$ cat config.mk
export PLATFORM = sky130hd
export DESIGN_NAME = avg_div_sched_flat
export DESIGN_NICKNAME = d
export VERILOG_FILES = /design/src/rtl/avg_div_sched_pkg.sv /design/src/rtl/avg_div_sched_if.sv /design/src/rtl/avg_div_tag_pipe.sv /design/src/rtl/avg_div_sched.sv /design/src/flat_wrapper.sv
export SDC_FILE = /design/constraint.sdc
export NUM_CORES = 1
export LEC_CHECK = 0
export BUFFER_PORTS_ARGS = -buffer_cell sky130_fd_sc_hd__buf_4
export CAP_MARGIN = 10
export CORE_MARGIN = 2
export CORE_UTILIZATION = 45
export DETAILED_ROUTE_END_ITERATION = 10
export PLACE_DENSITY = 0.67
export SLEW_MARGIN = 15
export SYNTH_ARGS = -nofsm -noshare
export SYNTH_HDL_FRONTEND = slang
export SYNTH_SLANG_ARGS = --single-unit
$ cat constraint.sdc
create_clock -name clk -period 6.36 [get_ports clk]
set_input_delay 0.954 -clock clk [delete_from_list [all_inputs] [get_ports clk]]
set_output_delay 0.954 -clock clk [all_outputs]
set_load 0.005 [all_outputs]
$ cat src/rtl/avg_div_sched_pkg.sv
// Shared constants, FSM encoding and saturation helper for the frame-end
// averaging scheduler.
package avg_div_sched_pkg;

  localparam int CH      = 4;
  localparam int SUM_W   = 24;
  localparam int CNT_W   = 12;
  localparam int Q_W     = 13;
  localparam int OUT_W   = 10;
  localparam int DIV_LAT = 13;

  localparam int CH_W    = $clog2(CH);
  localparam int TMO_W   = $clog2(DIV_LAT + 3) + 1;
  localparam int GUARD_W = $clog2(DIV_LAT + 1);

  localparam logic [1:0] ST_IDLE  = 2'd0;
  localparam logic [1:0] ST_ISSUE = 2'd1;
  localparam logic [1:0] ST_DRAIN = 2'd2;
  localparam logic [1:0] ST_DONE  = 2'd3;

  localparam logic [Q_W-1:0]   AVG_MAX_Q = Q_W'((1 << OUT_W) - 1);
  localparam logic [OUT_W-1:0] AVG_MAX   = '1;

  function automatic logic [OUT_W-1:0] sat_avg(input logic [Q_W-1:0] q);
    return (q > AVG_MAX_Q) ? AVG_MAX : q[OUT_W-1:0];
  endfunction

endpackage

$ cat src/rtl/avg_div_sched_if.sv
// Link between the scheduler and the shared pipelined divider.
interface avg_div_sched_if;
  import avg_div_sched_pkg::*;

  // div_en is a fire-and-forget issue strobe (the divider never stalls);
  // div_rdy pulses exactly DIV_LAT cycles after each div_en with div_quot valid.
  logic             div_en;
  logic [SUM_W-1:0] div_dividend;
  logic [CNT_W-1:0] div_divisor;
  logic             div_rdy;
  logic [Q_W-1:0]   div_quot;

  modport master (output div_en, div_dividend, div_divisor, input div_rdy, div_quot);
  modport slave  (input div_en, div_dividend, div_divisor, output div_rdy, div_quot);

endinterface

$ cat src/rtl/avg_div_tag_pipe.sv
// {valid,chan} shift register matching the divider latency, so each returning
// quotient can be paired with the channel that issued it.
module avg_div_tag_pipe
  import avg_div_sched_pkg::*;
#(
  parameter int DEPTH = DIV_LAT,
  parameter int TW    = CH_W
) (
  input  logic          clk,
  input  logic          rstn,
  input  logic          push,
  input  logic [TW-1:0] push_chan,
  output logic          pop_valid,
  output logic [TW-1:0] pop_chan
);

  logic [DEPTH-1:0]         vld;
  logic [DEPTH-1:0][TW-1:0] chn;

  always_ff @(posedge clk or negedge rstn) begin
    if (!rstn) begin
      vld <= '0;
      chn <= '0;
    end else begin
      vld <= {vld[DEPTH-2:0], push};
      chn <= {chn[DEPTH-2:0], push_chan};
    end
  end

  assign pop_valid = vld[DEPTH-1];
  assign pop_chan  = chn[DEPTH-1];

endmodule

$ cat src/rtl/avg_div_sched.sv
// Frame-end scheduler: latches per-channel sums/counts, issues one division per
// cycle, collects tagged quotients and publishes a saturated average vector.
module avg_div_sched
  import avg_div_sched_pkg::*;
(
  input  logic                   clk,
  input  logic                   rstn,
  input  logic                   start,
  input  logic [CH*SUM_W-1:0]    sum_in,
  input  logic [CH*CNT_W-1:0]    cnt_in,
  avg_div_sched_if.master        div,
  output logic                   busy,
  output logic                   done,
  output logic [CH*OUT_W-1:0]    avg_out,
  output logic [CH-1:0]          zero_flag,
  output logic                   err,
  output logic [1:0]             dbg_state
);

  localparam int RCW = CH_W + 1;

  logic [1:0]                  state, state_nxt;
  logic [CH_W-1:0]             chan_idx;
  logic [CH-1:0][SUM_W-1:0]    sum_q;
  logic [CH-1:0][CNT_W-1:0]    cnt_q;
  logic [CH-1:0][OUT_W-1:0]    shadow, shadow_nxt;
  logic [CH-1:0]               zf_sh, zf_nxt;
  logic [RCW-1:0]              recv_cnt, recv_nxt;
  logic [TMO_W-1:0]            drain_cnt;
  logic [GUARD_W-1:0]          guard;
  logic                        issuing, cnt_zero, skip, rdy_hit, orphan;
  logic                        all_rcv, timeout, start_acc, err_set;
  logic                        pop_valid;
  logic [CH_W-1:0]             pop_chan;

  assign issuing  = (state == ST_ISSUE);
  assign cnt_zero = (cnt_q[chan_idx] == '0);
  assign skip     = issuing && cnt_zero;

  assign div.div_en       = issuing && !cnt_zero;
  assign div.div_dividend = issuing ? sum_q[chan_idx] : '0;
  assign div.div_divisor  = issuing ? cnt_q[chan_idx] : '0;

  avg_div_tag_pipe #(.DEPTH(DIV_LAT), .TW(CH_W)) u_tag_pipe (
    .clk       (clk),
    .rstn      (rstn),
    .push      (div.div_en),
    .push_chan (chan_idx),
    .pop_valid (pop_valid),
    .pop_chan  (pop_chan)
  );

  assign rdy_hit = div.div_rdy && pop_valid;
  assign orphan  = div.div_rdy && !pop_valid;

  always_comb begin
    shadow_nxt = shadow;
    zf_nxt     = zf_sh;
    if (skip) begin
      shadow_nxt[chan_idx] = '0;
      zf_nxt[chan_idx]     = 1'b1;
    end
    if (rdy_hit) shadow_nxt[pop_chan] = sat_avg(div.div_quot);
    recv_nxt = recv_cnt + RCW'(skip) + RCW'(rdy_hit);
  end

  assign all_rcv   = (recv_nxt == RCW'(CH));
  assign timeout   = (state == ST_DRAIN) && (drain_cnt == TMO_W'(DIV_LAT + 2)) && !all_rcv;
  assign start_acc = start && (state == ST_IDLE);
  // Results still in the divider when reset hit come back within DIV_LAT
  // cycles with no tag; the guard window keeps them from flagging err.
  assign err_set   = (start && (state != ST_IDLE)) || timeout || (orphan && (guard == '0));

  always_comb begin
    state_nxt = state;
    case (state)
      ST_IDLE:  if (start) state_nxt = ST_ISSUE;
      ST_ISSUE: if (chan_idx == CH_W'(CH - 1)) state_nxt = ST_DRAIN;
      ST_DRAIN: if (all_rcv || timeout) state_nxt = ST_DONE;
      default:  state_nxt = ST_IDLE;
    endcase
  end

  always_ff @(posedge clk or negedge rstn) begin
    if (!rstn) begin
      state     <= ST_IDLE;
      chan_idx  <= '0;
      sum_q     <= '0;
      cnt_q     <= '0;
      shadow    <= '0;
      zf_sh     <= '0;
      recv_cnt  <= '0;
      drain_cnt <= '0;
      guard     <= GUARD_W'(DIV_LAT);
      avg_out   <= '0;
      zero_flag <= '0;
      err       <= 1'b0;
    end else begin
      state <= state_nxt;
      if (guard != '0) guard <= guard - 1'b1;
      if (start_acc) begin
        sum_q     <= sum_in;
        cnt_q     <= cnt_in;
        chan_idx  <= '0;
        shadow    <= '0;
        zf_sh     <= '0;
        recv_cnt  <= '0;
        drain_cnt <= '0;
      end else begin
        shadow   <= shadow_nxt;
        zf_sh    <= zf_nxt;
        recv_cnt <= recv_nxt;
        if (issuing) chan_idx <= chan_idx + 1'b1;
        if (state == ST_DRAIN) drain_cnt <= drain_cnt + 1'b1;
      end
      if ((state == ST_DRAIN) && (state_nxt == ST_DONE)) begin
        avg_out   <= shadow_nxt;
        zero_flag <= zf_nxt;
      end
      if (err_set) err <= 1'b1;
      else if (start_acc) err <= 1'b0;
    end
  end

  assign busy      = (state != ST_IDLE);
  assign done      = (state == ST_DONE);
  assign dbg_state = state;

endmodule

$ cat src/flat_wrapper.sv
// flat-port wrapper written by rule: the top's interface ports become plain ports
module avg_div_sched_flat import avg_div_sched_pkg::*;
  (clk, rstn, start, sum_in, cnt_in, busy, done, avg_out, zero_flag, err, dbg_state, div_div_en, div_div_dividend, div_div_divisor, div_div_rdy, div_div_quot);
  avg_div_sched_if div_i ();
  input  logic clk;
  input  logic rstn;
  input  logic start;
  input  logic [CH*SUM_W-1:0] sum_in;
  input  logic [CH*CNT_W-1:0] cnt_in;
  output logic busy;
  output logic done;
  output logic [CH*OUT_W-1:0] avg_out;
  output logic [CH-1:0] zero_flag;
  output logic err;
  output logic [1:0] dbg_state;
  output wire logic [$bits(div_i.div_en)-1:0] div_div_en;
  output wire logic [$bits(div_i.div_dividend)-1:0] div_div_dividend;
  output wire logic [$bits(div_i.div_divisor)-1:0] div_div_divisor;
  input wire logic [$bits(div_i.div_rdy)-1:0] div_div_rdy;
  input wire logic [$bits(div_i.div_quot)-1:0] div_div_quot;
  assign div_div_en = div_i.div_en;
  assign div_div_dividend = div_i.div_dividend;
  assign div_div_divisor = div_i.div_divisor;
  assign div_i.div_rdy = div_div_rdy;
  assign div_i.div_quot = div_div_quot;
  avg_div_sched u_core (.clk(clk), .rstn(rstn), .start(start), .sum_in(sum_in), .cnt_in(cnt_in), .div(div_i), .busy(busy), .done(done), .avg_out(avg_out), .zero_flag(zero_flag), .err(err), .dbg_state(dbg_state));
endmodule
==> results of run 1 <==
-- layer usage --
metal | global-route usage | vias to the layer above | part of all wire
met5 | 0 | - | 0
met4 | 0.04980 | 0 | 0.020
met3 | 0.03848 | 35 | 0.060
met2 | 0.3402 | 272 | 0.48
met1 | 0.2907 | 4385 | 0.44
li1 | - | 4328 | -
-- layout make-up --
type | count | area (um^2)
clock inverters | 10 | 128.9
well taps | 341 | 426.7
repair buffers | 257 | 1957
diodes | 1 | 2.502
inverters | 8 | 30.03
flip-flops and latches | 288 | 7213
clock buffers | 46 | 952.2
multi-input cells | 807 | 4726
fillers | 2296 | 11440
-- synth_stat cells (4+ instances only) --
library cell,n,area (um^2)
a21oi_1,10,50.05
and2_1,36,225.2
buf_1,8,30.03
buf_6,5,56.30
clkbuf_1,61,229.0
dfrtp_1,285,7132
ha_1,8,100.1
inv_1,8,30.03
mux2_2,41,461.7
mux4_1,6,157.7
mux4_2,30,675.7
nand2_1,476,1787
nand3_1,43,215.2
nor2_1,26,97.59
nor2b_1,4,25.02
nor4_4,4,85.08
o21a_1,5,37.54
o21ai_0,40,200.2
o22ai_1,38,237.7
-- kinds of logic after synthesis --
| family | Yosys count | synth area share |
|---|---|---|
| compound gates | 101 | 0.04873 |
| xor+xnor | 2 | 0.001428 |
| fa+ha+maj | 9 | 0.009787 |
| buf+inv | 84 | 0.03018 |
| flops | 288 | 0.5875 |
| mux | 82 | 0.1099 |
| simple gates | 613 | 0.2125 |
-- per-stage QoR --
stage          worst slack [ns]    util
6_report                  1.471  0.5743
3_5_place_dp              1.416  0.5335
5_1_grt                   1.182  0.5743
2_1_floorplan             1.974       -
3_3_place_gp              1.427  0.5335
4_1_cts                   1.407  0.5737
-- registers in the layout, summed over array words and instances, names as in the netlist --
name                        count
u_core.sum_q                   96
u_core.u_tag_pipe.chn          24
u_core.guard                    4
u_core.cnt_q                   48
u_core.err                      1
u_core.u_tag_pipe.vld          13
u_core.chan_idx                 2
u_core.shadow                  40
u_core.u_tag_pipe.pop_chan      2
u_core.zf_sh                    4
u_core.drain_cnt                5
u_core.dbg_state                2
u_core.avg_out                 40
u_core.zero_flag                4
u_core.recv_cnt                 3
-- final timing paths --
check | start | depth (start not counted) | endpoint | slack, ns
setup / recovery | u_core.chan_idx[0] | 10 | u_core.avg_out[24] | 1.47
hold / removal | u_core.u_tag_pipe.chn[22] | 0 | u_core.u_tag_pipe.pop_chan[0] | 0.35
setup reg to reg | u_core.chan_idx[0] | 10 | u_core.avg_out[24] | 1.47
hold reg to reg | u_core.u_tag_pipe.chn[22] | 0 | u_core.u_tag_pipe.pop_chan[0] | 0.35
max in group asynchronous | rstn | 2 | u_core.cnt_q[41] | 4.54
min in group asynchronous | rstn | 1 | u_core.sum_q[14] | 0.37
-- power by group --
group / internal (mW) / switching, mW / leakage (nW)
Combinational: 1.16 / 1.23 / 3.68
Clock: 1.15 / 0.706 / 0.542
Sequential: 2.53 / 0.441 / 3.65
==> results_dict.tcl, run 1 <==
set metrics [dict create \
    status "finished clean" \
    worst_pin_slew_ns 1.054 \
    syn_area_um2 12270 \
    synth_top_flop_cell "dfrtp_1" \
    layout-drive-gt1-share 0.2846 \
    ys_seq_area_frac 0.5875 \
    finalHoldViolCount 0 \
    synth_edf_count 0 \
    min_period_over_period 0.7687 \
    die_area_um2 28610 \
    initial_core_util 0.4567 \
    critical-path-top-delay-family "simple AND/OR/NAND/NOR gates" \
    holdCritPathClass "register to register" \
    ir_drop_mv 0.2318 \
    crit_buf_inv 2 \
    finalSetupViolCount 0 \
    cts_resized 0 \
    placedCellCount 1700 \
    boundaryPins 247 \
    fin_area_um2 15440 \
    clk_pin_slew_ns 0.06 \
    post_cts_buffers 0 \
    grt_max_degree 137 \
    tns_ns 0 \
    ys_ff_latch 288 \
    cts_sinks 288 \
    slowest_delay_ns 0.79 \
    cts_tree "done" \
    via_per_inst 5.131 \
    gp_congestion 0.7837 \
    fin_cells 1758 \
    start_kind "register" \
    row_count 60 \
    syn_area_per_cell_um2 10.41 \
    synthToLayoutAreaGrowth_pct 25.77 \
    slew_headroom 0.2954 \
    syn_inst 1179 \
    hpwlAfterDp_um 19270 \
    cts_hold_buf 0 \
    drc_errors 0 \
    finalClockSkew_ns 0.007555 \
    cap_violations 0 \
    mostFrequentLayoutCell "nand2_1" \
    wl_per_cell_um 16.74 \
    vias 9020 \
    cts.path.max_buffers 3 \
    antenna_found_initial 1 \
    htreeDepth 1 \
    grt_pass1_wl_um 47850 \
    rsz0062_at_grt "no" \
    drtIter0Drc 651 \
    grt_usage 0.2079 \
    insertion_delay_ns 0.54 \
    core_um2 26880 \
    crit_chain "buf_4, mux4_2, or4_4, or2_1, nor3_1, fa_1, o31a_1, nor2_4, buf_4, mux2_2" \
    crit_fanout 44 \
    p_leak_nw 7.875 \
    synthArstFlopShare 1.000 \
    port_buffers 246 \
    cts-root-buf "clkbuf_16" \
    postRouteWirelength_um 29430 \
    layout_min_cycle_time_ns 4.889 \
    firstDrtPassIters 5 \
    syn_nets 1349 \
    endpoint_kind "register" \
    gr-total-overflow 0 \
    critPathKind "register to register" \
    yosysWarnings 0 \
    whs_ns 0.3450 \
    cp_slowest_cell "dfrtp_2" \
    cpMostUsedCell "buf_4" \
    slew_viol_final 0 \
    p_per_area_nw_per_um2 467.9 \
    die_x_um 169.1 \
    cts_buffers 30 \
    synth_cell_types 47 \
    max_freq_mhz 204.5 \
    grt_pass1_vias 9145 \
    fin_nets 1562 \
    cp.required_ns 6.78 \
    power.total_mw 7.223 \
    postRouteAntennaNets 0 \
    layout_common_cells "475 x nand2_1, 283 x dfrtp_1, 254 x buf_4" \
    critical_path_arrival_ns 5.31 \
    postPlaceCellArea_um2 14340 \
    die_h_um 169.1 \
]
Note: power is estimated with default switching activity, not from simulation.
==> inputs of run 2 (changes only) <==
==> constraint.sdc (replaced) <==
create_clock -name clk -period 4.55 [get_ports clk]
set_input_delay 0.6825 -clock clk [delete_from_list [all_inputs] [get_ports clk]]
set_output_delay 0.6825 -clock clk [all_outputs]
set_load 0.005 [all_outputs]
==> results_dict.tcl, run 2 (synthesis gave the netlist of run 1 again) <==
set metrics [dict create \
    cts.path.max_buffers 3 \
    seq_power_share 0.404 \
    postRouteWirelength_um 29290 \
    wl_per_cell_um 16.63 \
    rr_worst_depth 9 \
    post_cts_buffers 0 \
    finalHoldViolCount 0 \
    cp.required_ns 4.97 \
    slew_viol_final 0 \
    critPathKind "register to register" \
    cts_resized 0 \
    port_buffers 246 \
    drc_errors 0 \
    gp_congestion 0.7706 \
    crit_chain "mux4_1, or4_4, or2_1, nor3_1, fa_1, o31a_1, nor2_4, buf_12, mux2_2" \
    cts_tree "done" \
    p_leak_nw 7.894 \
    grt_usage 0.2057 \
    largest_register "u_core.sum_q" \
    crit_buf_inv 1 \
    fin_area_um2 15490 \
    cts-root-buf "clkbuf_16" \
    initial_core_util 0.4567 \
    tns_ns 0 \
    hpwlAfterDp_um 19290 \
    power.total_mw 10.11 \
    fin_nets 1566 \
    placedCellCount 1705 \
    worst_pin_slew_ns 1.100 \
    fin_cells 1761 \
    gr-total-overflow 0 \
    slowest_delay_ns 0.66 \
    postRouteAntennaNets 0 \
    min_period_over_period 0.9161 \
    grt_max_degree 103 \
    postLayoutCoreUtil 0.5762 \
    postPlaceCellArea_um2 14410 \
    core_um2 26880 \
    crit_fanout 44 \
    layout_common_cells "475 x nand2_1, 283 x dfrtp_1, 256 x buf_4" \
    row_count 60 \
    max_freq_mhz 239.9 \
    switching_power_mw 3.331 \
    layout-drive-gt1-share 0.2859 \
    cts_hold_buf 0 \
    swShare 0.3294 \
    whs_ns 0.1661 \
    via_per_inst 5.133 \
    p_per_area_nw_per_um2 653.0 \
    setup_ws_ns 0.3816 \
    cp_slowest_cell "mux4_1" \
    r2r_setup_slack_ns 0.38 \
    slew_headroom 0.2667 \
    reg2reg_from "u_core.chan_idx[0]" \
    clk_pin_slew_ns 0.06 \
    vias 9039 \
    rsz0062_at_grt "no" \
    dp_worst_setup_slack_ns 0.3604 \
    status "finished clean" \
    drtIter0Drc 704 \
    start_kind "register" \
    regToRegEndpoint "u_core.avg_out[27]" \
    htreeDepth 1 \
    finalClockSkew_ns 0.01644 \
    grt_pass1_wl_um 47300 \
    largestRegisters "u_core.sum_q x96, u_core.cnt_q x48" \
    largest_register_ffs 96 \
    antenna_cells 0 \
    insertion_delay_ns 0.55 \
    cap_violations 0 \
    clkPwrFrac 0.254 \
    multi_input_area_um2 4726 \
    die_area_um2 28610 \
    synthToLayoutAreaGrowth_pct 26.18 \
    ir_drop_mv 0.3107 \
    die_h_um 169.1 \
    mostFrequentLayoutCell "nand2_1" \
    n_fill_cell 2352 \
    die_x_um 169.1 \
    endpoint_kind "register" \
    antenna_found_initial 0 \
    critical_path_arrival_ns 4.58 \
    layout_min_cycle_time_ns 4.168 \
    cts_buffers 30 \
    critical-path-top-delay-family "simple AND/OR/NAND/NOR gates" \
    holdCritPathClass "primary input to async pin" \
    boundaryPins 247 \
    cts_sinks 288 \
    combPwrFrac 0.341 \
    regArea_um2 7213 \
    firstDrtPassIters 5 \
    intPower_mw 6.782 \
    finalSetupViolCount 0 \
    grt_pass1_vias 9133 \
]
## run 2: area by class of cell
cell class                 instances  share of cell area
clock buffer                      46             0.06084
clock inverter                    10            0.008483
inverter                           8            0.001939
multi-input combinational        807              0.3052
sequential                       288              0.4658
tap                              341             0.02755
timing repair buffer             261              0.1302
## run 2: power groups by stage
stage	logic (mW)	clock network (mW)	registers (mW)
2_1_floorplan	2.38	0	3.92
3_3_place_gp	3.42	0	4.08
3_5_place_dp	3.49	0	4.12
4_1_cts	3.51	2.63	4.09
5_1_grt	3.88	2.74	4.21
6_report	3.45	2.57	4.09
## run 2: how the worst max path moves through the flow
stage / from / end / depth (start not counted)
6_report: u_core.chan_idx[0] / u_core.avg_out[27] / 9
5_1_grt: u_core.chan_idx[0] / u_core.avg_out[27] / 10
4_1_cts: u_core.chan_idx[0] / u_core.avg_out[27] / 9
3_5_place_dp: u_core.chan_idx[0] / u_core.avg_out[3] / 9
3_3_place_gp: u_core.chan_idx[0] / u_core.avg_out[16] / 9
2_1_floorplan: u_core.chan_idx[1] / u_core.avg_out[32] / 11
## run 2: worst register-to-register path, cell delays in order (launching register included)
cell and delay (ns):
dfrtp_2 0.64, mux4_1 0.66, or4_4 0.59, or2_1 0.26, nor3_1 0.28, fa_1 0.50, o31a_1 0.34, nor2_4 0.13
buf_12 0.27, mux2_2 0.39
## run 2: per-layer routing
metal	routed length (um)	GRT usage
met3	2003	0.04618
met5	0	0
met4	839	0.06838
met1	12570	0.2815
met2	13880	0.3283
==> inputs of run 3 (changes only) <==
--- a/config.mk
+++ b/config.mk
@@ -5,12 +5,13 @@
 export SDC_FILE = /design/constraint.sdc
 export NUM_CORES = 1
 export LEC_CHECK = 0
+export ABC_AREA = 1
 export BUFFER_PORTS_ARGS = -buffer_cell sky130_fd_sc_hd__buf_4
 export CAP_MARGIN = 10
 export CORE_MARGIN = 2
-export CORE_UTILIZATION = 45
+export CORE_UTILIZATION = 50
 export DETAILED_ROUTE_END_ITERATION = 10
-export PLACE_DENSITY = 0.67
+export PLACE_DENSITY = 0.74
 export SLEW_MARGIN = 15
 export SYNTH_ARGS = -nofsm -noshare
 export SYNTH_HDL_FRONTEND = slang
==> results_dict.tcl, run 3 <==
set metrics [dict create \
    syn_inst 1480 \
    wl_per_cell_um 15.50 \
    antenna_cells 0 \
    cts_tree "done" \
    min_period_over_period 0.9040 \
    die_area_um2 25730 \
    largestRegisters "u_core.sum_q x96, u_core.cnt_q x48" \
    largest_register_ffs 96 \
    core_um2 24180 \
    synth_cell_types 31 \
    gr-total-overflow 0 \
    slew_headroom 0.3270 \
    syn_nets 1650 \
    slew_viol_final 0 \
    cts_sinks 288 \
    status "finished clean" \
    p_per_area_nw_per_um2 651.3 \
    synth_top_cell_by_area "dfrtp_1" \
    cp.required_ns 5.02 \
    synth_edf_count 0 \
    start_kind "register" \
    yosys-top-cells-count "718 x nand2_1, 285 x dfrtp_1, 119 x nor2_1, 71 x a21oi_1, 68 x clkbuf_1" \
    synthArstFlopShare 1.000 \
    mostFrequentLayoutCell "nand2_1" \
    htreeDepth 1 \
    cts_buffers 29 \
    cp_slowest_cell "clkinv_1" \
    boundaryPins 247 \
    cts_resized 0 \
    port_buffers 246 \
    gp_congestion 0.8728 \
    grt_pass1_vias 10370 \
    yosysMostFrequentCell "nand2_1" \
    yosysWarnings 0 \
    drtIter0Drc 743 \
    cap_violations 0 \
    crit_chain "clkinv_1, nand3_1, nand2_1, nand2_1, nor2_1, nand2_1, nor2_4, nand2_1, inv_1, fa_1, ha_1, nor3_1, o211ai_1, inv_1, buf_4, nor2_1, a31oi_1" \
    tns_ns 0 \
    ys_ff_latch 288 \
    vias 10440 \
    crit_fanout 48 \
    post_cts_buffers 0 \
    die_h_um 160.4 \
    synth_top_flop_cell "dfrtp_1" \
    layout_min_cycle_time_ns 4.113 \
    hpwlAfterDp_um 21040 \
    syn_area_per_cell_um2 8.265 \
    cts-root-buf "clkbuf_16" \
    die_x_um 160.4 \
    postLayoutCoreUtil 0.6313 \
    synthTopCellsByArea "dfrtp_1 58%, nand2_1 22%, nor2_1 3.7%" \
    ir_drop_mv 0.3329 \
    endpoint_kind "register" \
    via_per_inst 5.120 \
    antenna_found_initial 0 \
    max_freq_mhz 243.1 \
    fin_nets 1865 \
    n_fill_cell 2081 \
    postRouteAntennaNets 0 \
    cts_hold_buf 0 \
    layout_common_cells "717 x nand2_1, 283 x dfrtp_1, 262 x buf_4" \
    critPathKind "register to register" \
    whs_ns 0.1966 \
    clk_pin_slew_ns 0.07 \
    drc_errors 0 \
    fin_cells 2040 \
    critical_path_arrival_ns 4.58 \
    holdCritPathClass "primary input to async pin" \
    rsz0062_at_grt "no" \
    insertion_delay_ns 0.55 \
    cts.path.max_buffers 3 \
    finalClockSkew_ns 0.009531 \
    initial_core_util 0.5059 \
    slowest_delay_ns 0.68 \
    synthToLayoutAreaGrowth_pct 24.79 \
    critical-path-top-delay-family "buffers and inverters" \
    finalSetupViolCount 0 \
    grt_usage 0.2500 \
    crit_buf_inv 4 \
    layout-drive-gt1-share 0.1964 \
    placedCellCount 1988 \
    row_count 57 \
    firstDrtPassIters 6 \
    cpMostUsedCell "nand2_1" \
    postRouteWirelength_um 31620 \
    finalHoldViolCount 0 \
    worst_pin_slew_ns 1.010 \
    p_leak_nw 8.249 \
    ys_seq_area_frac 0.5895 \
    grt_max_degree 141 \
    grt_pass1_wl_um 52470 \
    syn_area_um2 12230 \
    power.total_mw 9.941 \
    largest_register "u_core.sum_q" \
    synth_top_area_share 0.5831 \
]
[run 3: cell count changes after synthesis, moves of 36 or more]
cell     change
nor2_1      +93
o22ai_1     -36
mux2_2      -41
and2_1      -36
a21oi_1     +61
nand2_1    +242
[run 3: logic make-up after synthesis]
group / synth area share
adder cells (fa/ha/maj): 0.009820
buffers and inverters: 0.03969
XOR/XNOR: 0.002865
flip-flops: 0.5895
AO/OA/AOI/OAI: 0.05871
AND/OR/NAND/NOR: 0.2986
multiplexers: 0.0008184
[run 3: cell type report]
| type | count | area (um^2) | share of cell area |
|---|---|---|---|
| Clock inverter | 9 | 105.1 | 0.006886 |
| Sequential cell | 288 | 7213 | 0.4726 |
| Tap cell | 324 | 405.4 | 0.02656 |
| Inverter | 43 | 166.4 | 0.01090 |
| Clock buffer | 43 | 828.3 | 0.05427 |
| Timing Repair Buffer | 264 | 2002 | 0.1312 |
| Multi-Input combinational cell | 1069 | 4543 | 0.2976 |
[run 3: report_power, final]
part           internal, mW  switching, mW
Clock                  1.37          0.981
Sequential             3.54          0.500
Combinational          1.35           2.19
[run 3: layer usage]
metal,vias to the layer above,part of all wire,wire length (um),track usage
met3,66,0.069,2182,0.04468
li1,5047,-,-,-
met1,4944,0.44,13860,0.3579
met2,387,0.46,14510,0.3885
met5,-,0,0,0
met4,0,0.034,1062,0.08640
[run 3: worst paths after layout]
path | startpoint | end | slack (ns) | cells past startpoint
hold / removal | rstn | u_core.avg_out[36] | 0.20 | 1
setup / recovery | u_core.chan_idx[1] | u_core.zero_flag[2] | 0.44 | 17
min in group clk | cnt_in[28] | u_core.cnt_q[28] | 0.33 | 3
max in group asynchronous | rstn | u_core.u_tag_pipe.chn[10] | 3.21 | 2
setup reg to reg | u_core.chan_idx[1] | u_core.zero_flag[2] | 0.44 | 17
hold reg to reg | u_core.u_tag_pipe.chn[20] | u_core.u_tag_pipe.chn[22] | 0.35 | 0
[run 3: stage by stage]
stage / setup slack (ns) / area (um^2)
after floorplan: 1.361 / 12230
after global placement: 0.6882 / 14330
after detailed placement: 0.4652 / 14330
after CTS: 0.4415 / 15260
after global routing: 0.08868 / 15260
final: 0.4367 / 15260
